==> src/rtl/mem_stage.sv <==
// MEM pipeline stage: holds one entry, waits for the data-SRAM load response,
// aligns/extends load data, and drops responses orphaned by a WB flush.
module mem_stage #(
    parameter int DISCARD_W = 2
) (
    input  logic        clk,
    input  logic        reset,
    output logic        ms_allowin,
    input  logic        es_to_ms_valid,
    input  logic [78:0] es_to_ms_bus,
    input  logic        ws_allowin,
    output logic        ms_to_ws_valid,
    output logic [74:0] ms_to_ws_bus,
    input  logic        data_sram_data_ok,
    input  logic [31:0] data_sram_rdata,
    input  logic        es_flush_req_outstanding,
    input  logic        WS_EX,
    input  logic        ERET,
    output logic        MS_EX,
    output logic [4:0]  MEM_dest,
    output logic [31:0] MEM_dest_data,
    output logic        ms_load_pending
);
    localparam logic [DISCARD_W+1:0] DISC_MAX = {2'b00, {DISCARD_W{1'b1}}};

    logic                 ms_valid_q, ms_valid_d;
    logic [78:0]          bus_q, bus_d;
    logic [31:0]          rbuf_q, rbuf_d;
    logic                 rbuf_valid_q, rbuf_valid_d;
    logic [DISCARD_W-1:0] discard_q, discard_d;

    logic [2:0]  ex_code, ld_type;
    logic        eret, bd, mem_re, gr_we, load, flush;
    logic [4:0]  dest;
    logic [31:0] alu_result, pc, ld_data, final_result;
    logic [7:0]  ld_byte;
    logic [15:0] ld_half;
    logic        data_ok_live, ms_ready_go;
    logic [1:0]  disc_inc;
    logic        disc_dec;
    logic [DISCARD_W+1:0] disc_sum;

    assign ex_code    = bus_q[78:76];
    assign eret       = bus_q[75];
    assign bd         = bus_q[74];
    assign mem_re     = bus_q[73];
    assign ld_type    = bus_q[72:70];
    assign gr_we      = bus_q[69];
    assign dest       = bus_q[68:64];
    assign alu_result = bus_q[63:32];
    assign pc         = bus_q[31:0];

    assign load  = mem_re & (ex_code == 3'd0) & ~eret;
    assign flush = WS_EX | ERET;

    // A response only belongs to this entry once all orphaned ones are drained.
    assign data_ok_live   = data_sram_data_ok & (discard_q == '0);
    assign ms_ready_go    = ~load | rbuf_valid_q | data_ok_live;
    assign ms_allowin     = ~ms_valid_q | (ms_ready_go & ws_allowin);
    assign ms_to_ws_valid = ms_valid_q & ms_ready_go;

    assign ld_data = rbuf_valid_q ? rbuf_q : data_sram_rdata;

    always_comb begin
        ld_byte = ld_data[7:0];
        case (alu_result[1:0])
            2'd1:    ld_byte = ld_data[15:8];
            2'd2:    ld_byte = ld_data[23:16];
            2'd3:    ld_byte = ld_data[31:24];
            default: ld_byte = ld_data[7:0];
        endcase
        ld_half = alu_result[1] ? ld_data[31:16] : ld_data[15:0];
        case (ld_type)
            3'd1:    final_result = {{24{ld_byte[7]}}, ld_byte};
            3'd2:    final_result = {24'd0, ld_byte};
            3'd3:    final_result = {{16{ld_half[15]}}, ld_half};
            3'd4:    final_result = {16'd0, ld_half};
            default: final_result = ld_data;
        endcase
        if (!load) final_result = alu_result;
    end

    assign ms_to_ws_bus    = {ex_code, eret, bd, gr_we, dest, final_result, pc};
    assign MS_EX           = ms_valid_q & ((ex_code != 3'd0) | eret);
    assign MEM_dest        = dest & {5{ms_valid_q & gr_we}};
    assign MEM_dest_data   = final_result;
    assign ms_load_pending = ms_valid_q & load & ~ms_ready_go;

    always_comb begin
        ms_valid_d   = ms_valid_q;
        bus_d        = bus_q;
        rbuf_d       = rbuf_q;
        rbuf_valid_d = rbuf_valid_q;
        disc_inc     = 2'd0;
        disc_dec     = data_sram_data_ok & (discard_q != '0);

        if (flush) begin
            ms_valid_d   = 1'b0;
            rbuf_valid_d = 1'b0;
            disc_inc     = {1'b0, ms_valid_q & load & ~rbuf_valid_q & ~data_ok_live}
                         + {1'b0, es_flush_req_outstanding};
        end else begin
            if (ms_allowin) ms_valid_d = es_to_ms_valid;
            if (es_to_ms_valid && ms_allowin) bus_d = es_to_ms_bus;
            if (ms_to_ws_valid && ws_allowin) begin
                rbuf_valid_d = 1'b0;
            end else if (data_ok_live && ms_valid_q && load && !rbuf_valid_q) begin
                rbuf_valid_d = 1'b1;
                rbuf_d       = data_sram_rdata;
            end
        end

        disc_sum  = {2'b00, discard_q} + {{DISCARD_W{1'b0}}, disc_inc}
                  - {{(DISCARD_W+1){1'b0}}, disc_dec};
        discard_d = (disc_sum > DISC_MAX) ? DISC_MAX[DISCARD_W-1:0]
                                          : disc_sum[DISCARD_W-1:0];
    end

    always_ff @(posedge clk or posedge reset) begin
        if (reset) begin
            ms_valid_q   <= 1'b0;
            bus_q        <= '0;
            rbuf_q       <= '0;
            rbuf_valid_q <= 1'b0;
            discard_q    <= '0;
        end else begin
            ms_valid_q   <= ms_valid_d;
            bus_q        <= bus_d;
            rbuf_q       <= rbuf_d;
            rbuf_valid_q <= rbuf_valid_d;
            discard_q    <= discard_d;
        end
    end
endmodule

==> config.mk <==
export PLATFORM = sky130hd
export DESIGN_NAME = mem_stage
export DESIGN_NICKNAME = d
export VERILOG_FILES = /design/src/rtl/mem_stage.sv
export SDC_FILE = /design/constraint.sdc
export NUM_CORES = 1
export LEC_CHECK = 0
export ABC_AREA = 1
export CORE_UTILIZATION = 51
export DETAILED_ROUTE_END_ITERATION = 8
export PLACE_DENSITY = 0.95
export SYNTH_ARGS = -nofsm -noshare
export SYNTH_HDL_FRONTEND = slang
export SYNTH_SLANG_ARGS = --single-unit
==> constraint.sdc <==
create_clock -name clk -period 11.2 [get_ports clk]
set_clock_uncertainty 0.15 [all_clocks]
set_input_delay 1.68 -clock clk [delete_from_list [all_inputs] [get_ports clk]]
set_output_delay 1.68 -clock clk [all_outputs]
set_load 0.01 [all_outputs]
# After elaboration in Yosys (flattened, before gate mapping)

Cells that the tools add are included.

Latch bits: 0
Bits in read-only memories: 0
Memories kept: 0
Input port bits: 119
Word-level logic and storage cells: 68
Output and inout bits: 116
Memory bits (writable): 0
Flip-flop bits (word level): 115

Bitwise logic cells: 26
Multipliers: 0
Equal/unequal tests: 7
Div/mod/pow operators: 0
Shifts and indexed selects: 0
Magnitude comparators: 1
Reductions and logical operators: 14
Muxes and demuxes: 12
$add $sub $neg: 3

Operator list:

| kind                                                           | count |
|---|---|
| one-hot mux 32 bit (4 select lines)                            | 1 |
| two-way mux 32 bit                                             | 2 |
| one-hot mux 8 bit (3 select lines)                             | 1 |
| two-way mux 16 bit                                             | 1 |
| bitwise AND 1 bit                                              | 12 |
| NOT 1 bit                                                      | 8 |
| == test 3 x 2 -> 1 bit (second input constant)                 | 2 |
| nonzero test 3 bit                                             | 2 |
| bitwise AND 5 bit                                              | 1 |
| logical AND 1 bit                                              | 5 |
| two-way mux 1 bit                                              | 5 |
| bitwise OR 1 bit                                               | 5 |
| == test 2 bit (second input constant)                          | 2 |
| greater-than comparator 4 x 2 -> 1 bit (second input constant) | 1 |
| two-way mux 2 bit                                              | 2 |
| nonzero test 2 bit                                             | 2 |
| subtractor 3 x 1 -> 4 bit                                      | 1 |
| adder 2 x 2 -> 3 bit                                           | 1 |
| == test 3 x 1 -> 1 bit (second input constant)                 | 1 |
| == test 3 bit (second input constant)                          | 1 |
| logical NOT 3 bit                                              | 1 |
| AND reduction 3 bit                                            | 1 |
| adder 1 x 1 -> 2 bit                                           | 1 |
| == test 2 x 1 -> 1 bit (second input constant)                 | 1 |
| 3 further kinds                                                | 3 |

# Logic depth before layout (Yosys ltp)

Gate-level depths: netlist of run 1.

Depth after elaboration: 12
Gate-level depth with buffers: 14
Depth with buffers taken out: 14

# Worst setup path after synthesis of run 1

Ideal clock, no wire load.

Path kind: input to output
Start point: input data_sram_rdata[23]
End point: output ms_to_ws_bus[40]
Setup slack: 6.639 ns
Buffers on the path: 2
Stages on the path: 10
Arrival: 2.731 ns
Cell sequence: nand2_1 > nand2_1 > nand2_1 > nand2_1 > inv_1 > nand2_1 > nand3_2 > buf_2 > a21boi_1 > buf_4

Word-level cells in the longest chain between the ends: 4

RTL lines:

| item                                | line | text |
|---|---|---|
| start: declaration                  | 15   | `input logic [31:0] data_sram_rdata,` |
| two-way mux 32 bit                  | 62   | `assign ld_data = rbuf_valid_q ? rbuf_q : data_sram_rdata;` |
| one-hot mux 8 bit (3 select lines)  | 66   | `case (alu_result[1:0])` |
| one-hot mux 32 bit (4 select lines) | 73   | `case (ld_type)` |
| two-way mux 32 bit                  | 80   | `if (!load) final_result = alu_result;` |
| end: declaration                    | 13   | `output logic [74:0] ms_to_ws_bus,` |

No other way between the ends.

# Worst setup path after layout of run 1

Start point: input data_sram_rdata[23]
End point: output ms_to_ws_bus[62]

Same word-level chain as after synthesis.

==> results of run 1 <==
metrics by stage:
stage | setup WS, ns | cell area, um2 | instances | total power, mW | utilization, %
6_report | 5.36 | 9760 | 1394 | 1.55 | 69.5
5_1_grt | 5.16 | 9760 | 1394 | 1.64 | 69.5
4_1_cts | 5.38 | 9760 | 1394 | 1.55 | 69.5
3_5_place_dp | 5.39 | 9200 | 1362 | 1.04 | 65.5
3_3_place_gp | 5.46 | 9200 | 1362 | 1.03 | 65.5
2_1_floorplan | 6.33 | 7450 | 1079 | 0.845 | -
where the power goes:
group          leakage [nW]  switching (mW)  internal, mW
clock                 0.265           0.202         0.307
combinational          3.37           0.271         0.263
sequential             1.47          0.0385         0.468
flip-flops by register name (all words and copies together) (netlist names):
signal,flops
discard_q,2
rbuf_valid_q,1
ms_valid_q,1
rbuf_q,32
bus_q,79
layout by cell type (no fill, tap or decap), types with 2 or more instances in the layout:
cell type / synthesis / routed
o21ai_0: 19 / 19
dfrtp_1: 115 / 115
and2_1: 2 / 2
inv_6: 0 / 2
or2_2: 26 / 26
a21oi_1: 11 / 11
buf_4: 77 / 5
nor2_4: 2 / 2
clkinvlp_4: 0 / 4
inv_2: 3 / 3
nand2_1: 437 / 437
nor2_2: 4 / 4
nand3_1: 141 / 141
clkbuf_16: 0 / 17
ha_1: 5 / 5
nand4_1: 32 / 32
nor2_1: 23 / 23
nand3_2: 2 / 2
inv_1: 88 / 87
clkdlybuf4s50_1: 0 / 234
nand2_4: 3 / 3
o211ai_1: 8 / 8
a21boi_1: 9 / 9
clkinv_4: 0 / 3
nand2_2: 2 / 2
clkinv_2: 1 / 4
how the worst max path moves through the flow:
stage / start / slack [ns] / end / depth (start not counted)
after floorplan: reset / 6.33 / bus_q[0] / 1
after detailed placement: data_sram_rdata[23] / 5.39 / MEM_dest_data[15] / 10
final: data_sram_rdata[23] / 5.36 / ms_to_ws_bus[62] / 12
after CTS: data_sram_rdata[23] / 5.38 / ms_to_ws_bus[62] / 12
after global placement: data_sram_rdata[15] / 5.46 / MEM_dest_data[10] / 10
after global routing: data_sram_rdata[15] / 5.16 / MEM_dest_data[27] / 12
area by class of cell:
type	instances	area share [%]
clock buffer	18	4.40
clock inverter	14	1.33
inverter	92	3.58
multi-input combinational	736	34.5
sequential	115	29.5
tap	180	2.31
timing repair buffer	239	24.4
worst register-to-register path, stage by stage (launching register included):
cell      delay [ns]
dfrtp_1         0.40
nor2_2          0.18
nand4_4         0.29
clkinv_2        0.57
nand2_4         0.13
nand3_2         0.52
nand3_1         1.07
nand2_1         0.32
nand2_1         0.08
per-layer routing:
metal | up-vias | wire length, um | global-route usage [%] | share of wire (%)
li1 | 3570 | - | - | -
met1 | 3452 | 8260 | 35.8 | 37
met2 | 373 | 11200 | 51.7 | 50
met3 | 64 | 2040 | 9.57 | 9.2
met4 | 0 | 797 | 13.9 | 3.6
met5 | - | 0 | 0 | 0
logic make-up (layout without fill, tap and decap cells):
group / count (synthesis) / count (layout) / share of synthesized area (%)
adder cells (fa/ha/maj): 6 / 6 / 1.11
AND/OR/NAND/NOR: 679 / 679 / 40.0
buffers and inverters: 228 / 363 / 16.1
AO/OA/AOI/OAI: 51 / 51 / 4.13
flip-flops: 115 / 115 / 38.6
==> flow_metrics.tcl, run 1 <==
set metrics [dict create \
    cts_buffers 17 \
    outcome "finished clean" \
    syn_nets 1204 \
    synth_area_leaders "dfrtp_1, nand2_1, nand3_1" \
    period_minus_slack_ns 5.84 \
    hold_viol 0 \
    worstPathArrival_ns 4.01 \
    ff2ff_path_depth 8 \
    clock-sinks 115 \
    clk_pin_slew_ns 0.05 \
    drc_errors 0 \
    synth.most_common_cell "nand2_1" \
    fmax_mhz 171 \
    start_kind "input port" \
    wl_per_cell_um 16.0 \
    start_util_pct 53.0 \
    synth-seq-area-share_pct 38.6 \
    cts_buffer_depth 2 \
    n_fill_cell 1130 \
    p_leak_nw 5.11 \
    cts_tree "built" \
    htree_levels 4 \
    syn_area_mm2 0.00745 \
    synth_edf_count 0 \
    crit_chain "clkdlybuf4s50_1, nand2_1, nand2_1, nand2_1, nand2_1, inv_1, nand2_1, nand3_2, nand3_1, nand2_1, inv_1, clkdlybuf4s50_1" \
    routed_wl_um 22300 \
    holdPathStages 2 \
    worst_slew_pin_slew_ns 1.23 \
    min_to "bus_q[45]" \
    cts_hold_buf 0 \
    core.rowCount 43 \
    multi_input_area_mm2 0.00337 \
    area_growth_pct 31.0 \
    hp-class "reg -> reg" \
    setup_viol 0 \
    core_mm2 0.0140 \
    slowest_stage "clkdlybuf4s50_1" \
    viasPerCell 5.35 \
    final_nets 1326 \
    grt-ovfl-total 0 \
    worst_path_largest_cell_delay_ns 0.58 \
    synth_seq_cells 115 \
    drt-initial-drc-count 678 \
    io_pins 235 \
    num_antenna_cells 0 \
    rsz0062_at_grt "no" \
    r2r_slack_ns 7.38 \
    timing.final.crit_share_pct 52.1 \
    cp_common_cell "nand2_1" \
    firstDrtPassIters 8 \
    cts_resized 0 \
    critPathTopFamily "buffers and inverters" \
    yosysTopAreaCell "dfrtp_1" \
    port_buffers 234 \
    dr_total_vias 7459 \
    root_buffer "clkbuf_16" \
    synth_warnings 0 \
    drv_cap 0 \
    place.gp.congestion 0.993 \
    antenna_left 0 \
    r2r_end "rbuf_q[13]" \
    vdd_drop_max_v 0.000119 \
    hpwl_um 15700 \
    synth_ff_type "dfrtp_1" \
    grt_max_degree 81 \
    antenna_found_initial 0 \
    post-cts-setup-buffer-count 0 \
    r2r_start "bus_q[76]" \
    drive_gt1_share_pct 6.75 \
    cp-end-kind "primary output" \
    relSlewSlack_pct 17.5 \
    syn_avg_cell_area_um2 6.90 \
    synthArstFlopShare_pct 100 \
    grt_pass1_vias 7101 \
    synth.top_cell.area_share_pct 38.6 \
    setup_tns_ns 0 \
    min_from "bus_q[45]" \
    fp.dieW_um 123 \
    die_area_mm2 0.0151 \
    synthTopCellsByCount "nand2_1, nand3_1, dfrtp_1, inv_1, buf_4" \
    powerDensity_mw_per_mm2 159 \
    crit_type "in -> out" \
    grtUsageTotal_pct 30.7 \
    crit_buf_inv 4 \
    slew_viol_final 0 \
    register_area_mm2 0.00288 \
    ys_types 36 \
    whs_ns 0.311 \
    insertion_delay_ns 0.41 \
    chipHeight_um 123 \
    syn_inst 1079 \
    required_ns 9.37 \
    grt_pass1_wl_um 35200 \
    crit_fanout 24 \
]
Power figures use the tool's default switching activity.
==> run 2, diff against run 1 <==
--- a/config.mk
+++ b/config.mk
@@ -6,9 +6,9 @@
 export NUM_CORES = 1
 export LEC_CHECK = 0
 export ABC_AREA = 1
-export CORE_UTILIZATION = 51
+export CORE_UTILIZATION = 48
 export DETAILED_ROUTE_END_ITERATION = 8
-export PLACE_DENSITY = 0.95
+export PLACE_DENSITY = 0.91
 export SYNTH_ARGS = -nofsm -noshare
 export SYNTH_HDL_FRONTEND = slang
 export SYNTH_SLANG_ARGS = --single-unit
==> constraint.sdc (replaced) <==
create_clock -name clk -period 5.4 [get_ports clk]
set_clock_uncertainty 0.15 [all_clocks]
set_input_delay 0.81 -clock clk [delete_from_list [all_inputs] [get_ports clk]]
set_output_delay 0.81 -clock clk [all_outputs]
set_load 0.01 [all_outputs]
==> run 2 against run 1 <==
Effect of this change:
- non-clock buffer count grew 7
- hold slack improved by 0.0020 ns
- power grew 120%
- utilization is 4.2 points lower
- critical path depth is 2 lower
- first-iteration DRC count down 2.5%
- combinational power rose by 110%
- sequential power up 110%
- via count is 1.5% lower
- register-to-register slack worse by 5.8 ns
==> flow_metrics.tcl, run 2 (same netlist as run 1, synthesis figures left out) <==
set metrics [dict create \
    routed_wl_um 22600 \
    clkPwrFrac_pct 35.7 \
    register_area_mm2 0.00288 \
    n_fill_cell 1288 \
    core_mm2 0.0151 \
    fin_area_mm2 0.00988 \
    drt-initial-drc-count 661 \
    grt_max_degree 81 \
    comb_power_share_pct 33.3 \
    drc_errors 0 \
    slowest_stage "clkdlybuf4s50_1" \
    required_ns 4.44 \
    hpwl_um 16100 \
    grt_pass1_vias 7292 \
    cts_tree "built" \
    crit_fanout 24 \
    vdd_drop_max_v 0.000312 \
    final_nets 1333 \
    relSlewSlack_pct 42.1 \
    worstPathArrival_ns 3.21 \
    drive_gt1_share_pct 7.37 \
    swShare_pct 32.7 \
    multi_input_area_mm2 0.00337 \
    drv_cap 0 \
    core.rowCount 45 \
    critPathTopFamily "buffers and inverters" \
    post-route-util_pct 65.3 \
    crit_chain "inv_1, nand2_1, nand2_1, nand2_1, nand2_1, inv_1, nand2_1, nand3_2, a21boi_1, clkdlybuf4s50_1" \
    place.gp.congestion 0.994 \
    stdcell_count 1409 \
    crit_buf_inv 3 \
    cts_buffer_depth 2 \
    io_pins 235 \
    area_growth_pct 32.7 \
    slew_viol_final 0 \
    grtUsageTotal_pct 29.4 \
    clk_pin_slew_ns 0.05 \
    antenna_left 0 \
    switchingPower_mw 1.10 \
    post-cts-setup-buffer-count 0 \
    start_util_pct 49.2 \
    dp.cells 1377 \
    htree_levels 4 \
    cts_buffers 17 \
    place_ws_ns 1.29 \
    wl_per_cell_um 16.1 \
    firstDrtPassIters 6 \
    root_buffer "clkbuf_16" \
    hold_viol 0 \
    largest_register "bus_q" \
    die_area_mm2 0.0160 \
    fmax_mhz 240 \
    grt-ovfl-total 0 \
    viasPerCell 5.21 \
    dr_total_vias 7345 \
    grt_pass1_wl_um 36500 \
    insertion_delay_ns 0.42 \
    p_int_mw 2.26 \
    layout_common_cells "nand2_1, clkdlybuf4s50_1, nand3_1" \
    num_antenna_cells 0 \
    cts_hold_buf 0 \
    crit_type "reg -> out" \
    r2r_slack_ns 1.59 \
    fp.dieW_um 127 \
    final_common_cell "nand2_1" \
    powerDensity_mw_per_mm2 340 \
    setup_viol 0 \
    p_leak_nw 5.18 \
    timing.final.crit_share_pct 77.2 \
    antenna_found_initial 0 \
    rsz0062_at_grt "no" \
    placed_area_mm2 0.00926 \
    cp-end-kind "primary output" \
    worst_slew_pin_slew_ns 0.868 \
    clock-sinks 115 \
    largest_reg_flops 79 \
    cts_resized 0 \
    port_buffers 234 \
    seqPwrFrac_pct 31.0 \
    whs_ns 0.313 \
    start_kind "flop" \
    power.total_mw 3.37 \
    hp-class "reg -> reg" \
    reg.largest.list "bus_q (79), rbuf_q (32), discard_q (2)" \
    setup_ws_ns 1.23 \
    setup_tns_ns 0 \
    worst_path_largest_cell_delay_ns 0.60 \
    outcome "finished clean" \
    period_minus_slack_ns 4.17 \
    chipHeight_um 127 \
    cp_common_cell "nand2_1" \
]
[run 2: cell count changes in the layout (fill, tap and decap cells not counted), sizes merged]
cell,before,now
clkinv,7,3
buf,5,12
bufinv,1,3
inv,94,99
clkinvlp,4,2
clkbuf,18,17
[run 2: power groups by stage]
stage	clock [mW]	combinational (mW)	sequential, mW
floorplan	0	0.721	1.03
global placement	0	1.10	1.05
detailed placement	0	1.12	1.05
CTS	1.22	1.12	1.04
global route	1.26	1.23	1.06
finish	1.20	1.12	1.04
[run 2: per-layer routing]
layer,vias to the layer above,routed length (um),global-route usage [%],part of all wire [%]
met5,-,0,0,0
met4,0,831,14.0,3.7
met3,63,1740,8.65,7.7
met2,322,11300,50.6,50
met1,3390,8760,33.6,39
li1,3570,-,-,-
[run 2: area by class of cell]
cell class / instances / area share (%)
tap: 188 / 2.38
sequential: 115 / 29.1
timing repair buffer: 246 / 24.6
inverter: 92 / 3.53
clock buffer: 17 / 4.30
clock inverter: 15 / 1.99
multi-input combinational: 736 / 34.1
[run 2: path summary, 6_finish.rpt]
check                             startpoint                 to  depth (start not counted)
max in group asynchronous              reset          bus_q[71]                          3
worst max register to register     bus_q[75]          bus_q[29]                         10
worst min register to register     bus_q[60]          bus_q[60]                          2
min in group asynchronous              reset           bus_q[5]                          2
worst min-delay path               bus_q[60]          bus_q[60]                          2
worst max-delay path            rbuf_valid_q  MEM_dest_data[12]                         10
[run 2: worst register-to-register path, cell delays in order, from the launching register on]
cell and delay, ns:
dfrtp_1 0.40, inv_1 0.10, nand4_4 0.26, clkinv_2 0.59, nand2_4 0.27, nand2_2 0.09, nand2_4 0.11, buf_4 0.64
nand2_4 0.74, nand2_1 0.28, nand2_1 0.07
==> run 3, diff against run 2 <==
--- a/config.mk
+++ b/config.mk
@@ -6,9 +6,9 @@
 export NUM_CORES = 1
 export LEC_CHECK = 0
 export ABC_AREA = 1
-export CORE_UTILIZATION = 48
+export CORE_UTILIZATION = 43
 export DETAILED_ROUTE_END_ITERATION = 8
-export PLACE_DENSITY = 0.91
+export PLACE_DENSITY = 0.87
 export SYNTH_ARGS = -nofsm -noshare
 export SYNTH_HDL_FRONTEND = slang
 export SYNTH_SLANG_ARGS = --single-unit
==> constraint.sdc (replaced) <==
create_clock -name clk -period 3.7 [get_ports clk]
set_clock_uncertainty 0.15 [all_clocks]
set_input_delay 0.555 -clock clk [delete_from_list [all_inputs] [get_ports clk]]
set_output_delay 0.555 -clock clk [all_outputs]
set_load 0.01 [all_outputs]
==> run 3 against run 2 <==
Effect of this change:
- hold slack worse by 0.087 ns
- setup slack got worse by 1.1 ns
- final cell count is 2.7% higher
- count of clock-buffer cells in the layout is 1 higher
- die area rose by 11%
- clock power rose by 36%
==> flow_metrics.tcl, run 3 (same netlist as run 1, synthesis figures left out) <==
set metrics [dict create \
    core.rowCount 47 \
    required_ns 2.99 \
    period_minus_slack_ns 3.55 \
    post-cts-setup-buffer-count 0 \
    largest_reg_flops 79 \
    place.gp.congestion 0.981 \
    n_fill_cell 1564 \
    register_area_mm2 0.00288 \
    cts_buffers 17 \
    setup_viol 0 \
    power.total_mw 4.80 \
    port_buffers 234 \
    cp-end-kind "primary output" \
    final_common_cell "nand2_1" \
    fmax_mhz 282 \
    routed_wl_um 23200 \
    p_leak_nw 5.19 \
    hp-class "in -> async" \
    hold_viol 0 \
    chipHeight_um 134 \
    htree_levels 4 \
    core_mm2 0.0168 \
    area_growth_pct 33.8 \
    die_area_mm2 0.0178 \
    drive_gt1_share_pct 7.91 \
    crit_chain "buf_4, nor2_2, a21oi_1, nand2_1, nand3_4, a21boi_1, clkdlybuf4s50_1" \
    cts_buffer_depth 2 \
    io_pins 235 \
    vdd_drop_max_v 0.000391 \
    slew_viol_final 0 \
    hpwl_um 16500 \
    relSlewSlack_pct 41.4 \
    slowest_stage "clkdlybuf4s50_1" \
    worst_path_largest_cell_delay_ns 0.60 \
    placed_area_mm2 0.00936 \
    root_buffer "clkbuf_16" \
    crit_type "reg -> out" \
    cts_tree "built" \
    dp.cells 1415 \
    fin_area_mm2 0.00996 \
    grt_pass1_vias 7297 \
    largest_register "bus_q" \
    rsz0062_at_grt "no" \
    layout_common_cells "nand2_1, clkdlybuf4s50_1, nand3_1" \
    reg.largest.list "bus_q (79), rbuf_q (32), discard_q (2)" \
    antenna_left 0 \
    grt_pass1_wl_um 37100 \
    insertion_delay_ns 0.42 \
    crit_fanout 24 \
    firstDrtPassIters 6 \
    drc_errors 0 \
    timing.final.crit_share_pct 96.0 \
    setup_tns_ns 0 \
    worst_slew_pin_slew_ns 0.879 \
    powerDensity_mw_per_mm2 482 \
    grtUsageTotal_pct 26.9 \
    drv_cap 0 \
    critPathTopFamily "simple AND/OR/NAND/NOR gates" \
    grt_max_degree 112 \
    multi_input_area_mm2 0.00338 \
    viasPerCell 5.14 \
    antenna_found_initial 0 \
    fp.dieW_um 134 \
    final_nets 1339 \
    start_kind "flop" \
    clock-sinks 115 \
    grt-ovfl-total 0 \
    worstPathArrival_ns 2.85 \
    crit_buf_inv 2 \
    clk_pin_slew_ns 0.06 \
    start_util_pct 44.4 \
    num_antenna_cells 0 \
    dr_total_vias 7434 \
    outcome "finished clean" \
    wl_per_cell_um 16.0 \
    drt-initial-drc-count 533 \
    stdcell_count 1447 \
]
-- run 3: cell count changes in the layout (fill, tap and decap cells not counted), sizes merged --
cell / previous run / this run
clkbuf: 17 / 18
clkinvlp: 2 / 3
clkinv: 3 / 5
bufinv: 3 / 1
inv: 99 / 97
buf: 12 / 18
-- run 3: final timing paths --
check | to | cells after the start | from | slack (ns)
min in group clk | bus_q[55] | 2 | bus_q[55] | 0.32
hold / removal | bus_q[10] | 2 | reset | 0.23
hold reg to reg | bus_q[55] | 2 | bus_q[55] | 0.32
setup reg to reg | discard_q[1] | 14 | bus_q[76] | 0.62
setup / recovery | ms_to_ws_bus[45] | 7 | bus_q[33] | 0.15
max in group asynchronous | bus_q[54] | 3 | reset | 2.32
-- run 3: timing repair --
| item | 4_1_cts | 5_1_grt |
|---|---|---|
| pin swaps | 0 | 0 |
| gates resized for setup | 1 | 5 |
| cloned | 0 | 0 |
| hold buffers | 0 | 0 |
| setup endpoints to repair | 1 | 32 |
-- run 3: layout make-up --
cell class | count | area share (%)
Clock inverter | 14 | 1.46
Timing Repair Buffer | 252 | 25.0
Clock buffer | 18 | 4.41
Sequential cell | 115 | 28.9
Inverter | 92 | 3.58
Multi-Input combinational cell | 736 | 33.9
Tap cell | 220 | 2.76
-- run 3: metrics by stage --
step	hold slack, ns	util, %	setup WS (ns)
floorplan	0.284	-	1.01
global placement	0.296	55.9	0.202
detailed placement	0.302	55.9	0.116
CTS	0.214	59.4	0.0316
global route	0.230	59.4	0.0305
finish	0.226	59.4	0.148
-- run 3: routing by layer --
layer	global-route usage [%]	vias to the layer above	wire, um	part of all wire (%)
li1	-	3596	-	-
met1	31.6	3389	9080	39
met2	43.9	379	11100	48
met3	7.61	70	1970	8.5
met4	15.5	0	1070	4.6
met5	0	-	0	0
-- run 3: report_power, final --
group | internal [mW] | switching [mW] | total, mW
Combinational | 0.814 | 0.840 | 1.65
Clock | 0.963 | 0.666 | 1.63
Sequential | 1.42 | 0.105 | 1.52
Total | 3.19 | 1.61 | 4.80
-- run 3: worst register-to-register path: stages, from the launching register on --
cell and delay (ns):
dfrtp_1 0.41, nor2_2 0.18, nand4_4 0.33, inv_8 0.31, nand2_4 0.10, nor2_1 0.10, ha_1 0.12, nand2_1 0.05
ha_1 0.28, inv_1 0.04, ha_1 0.19, fa_1 0.38, nor2_1 0.11, o21bai_1 0.14, nand2_1 0.07
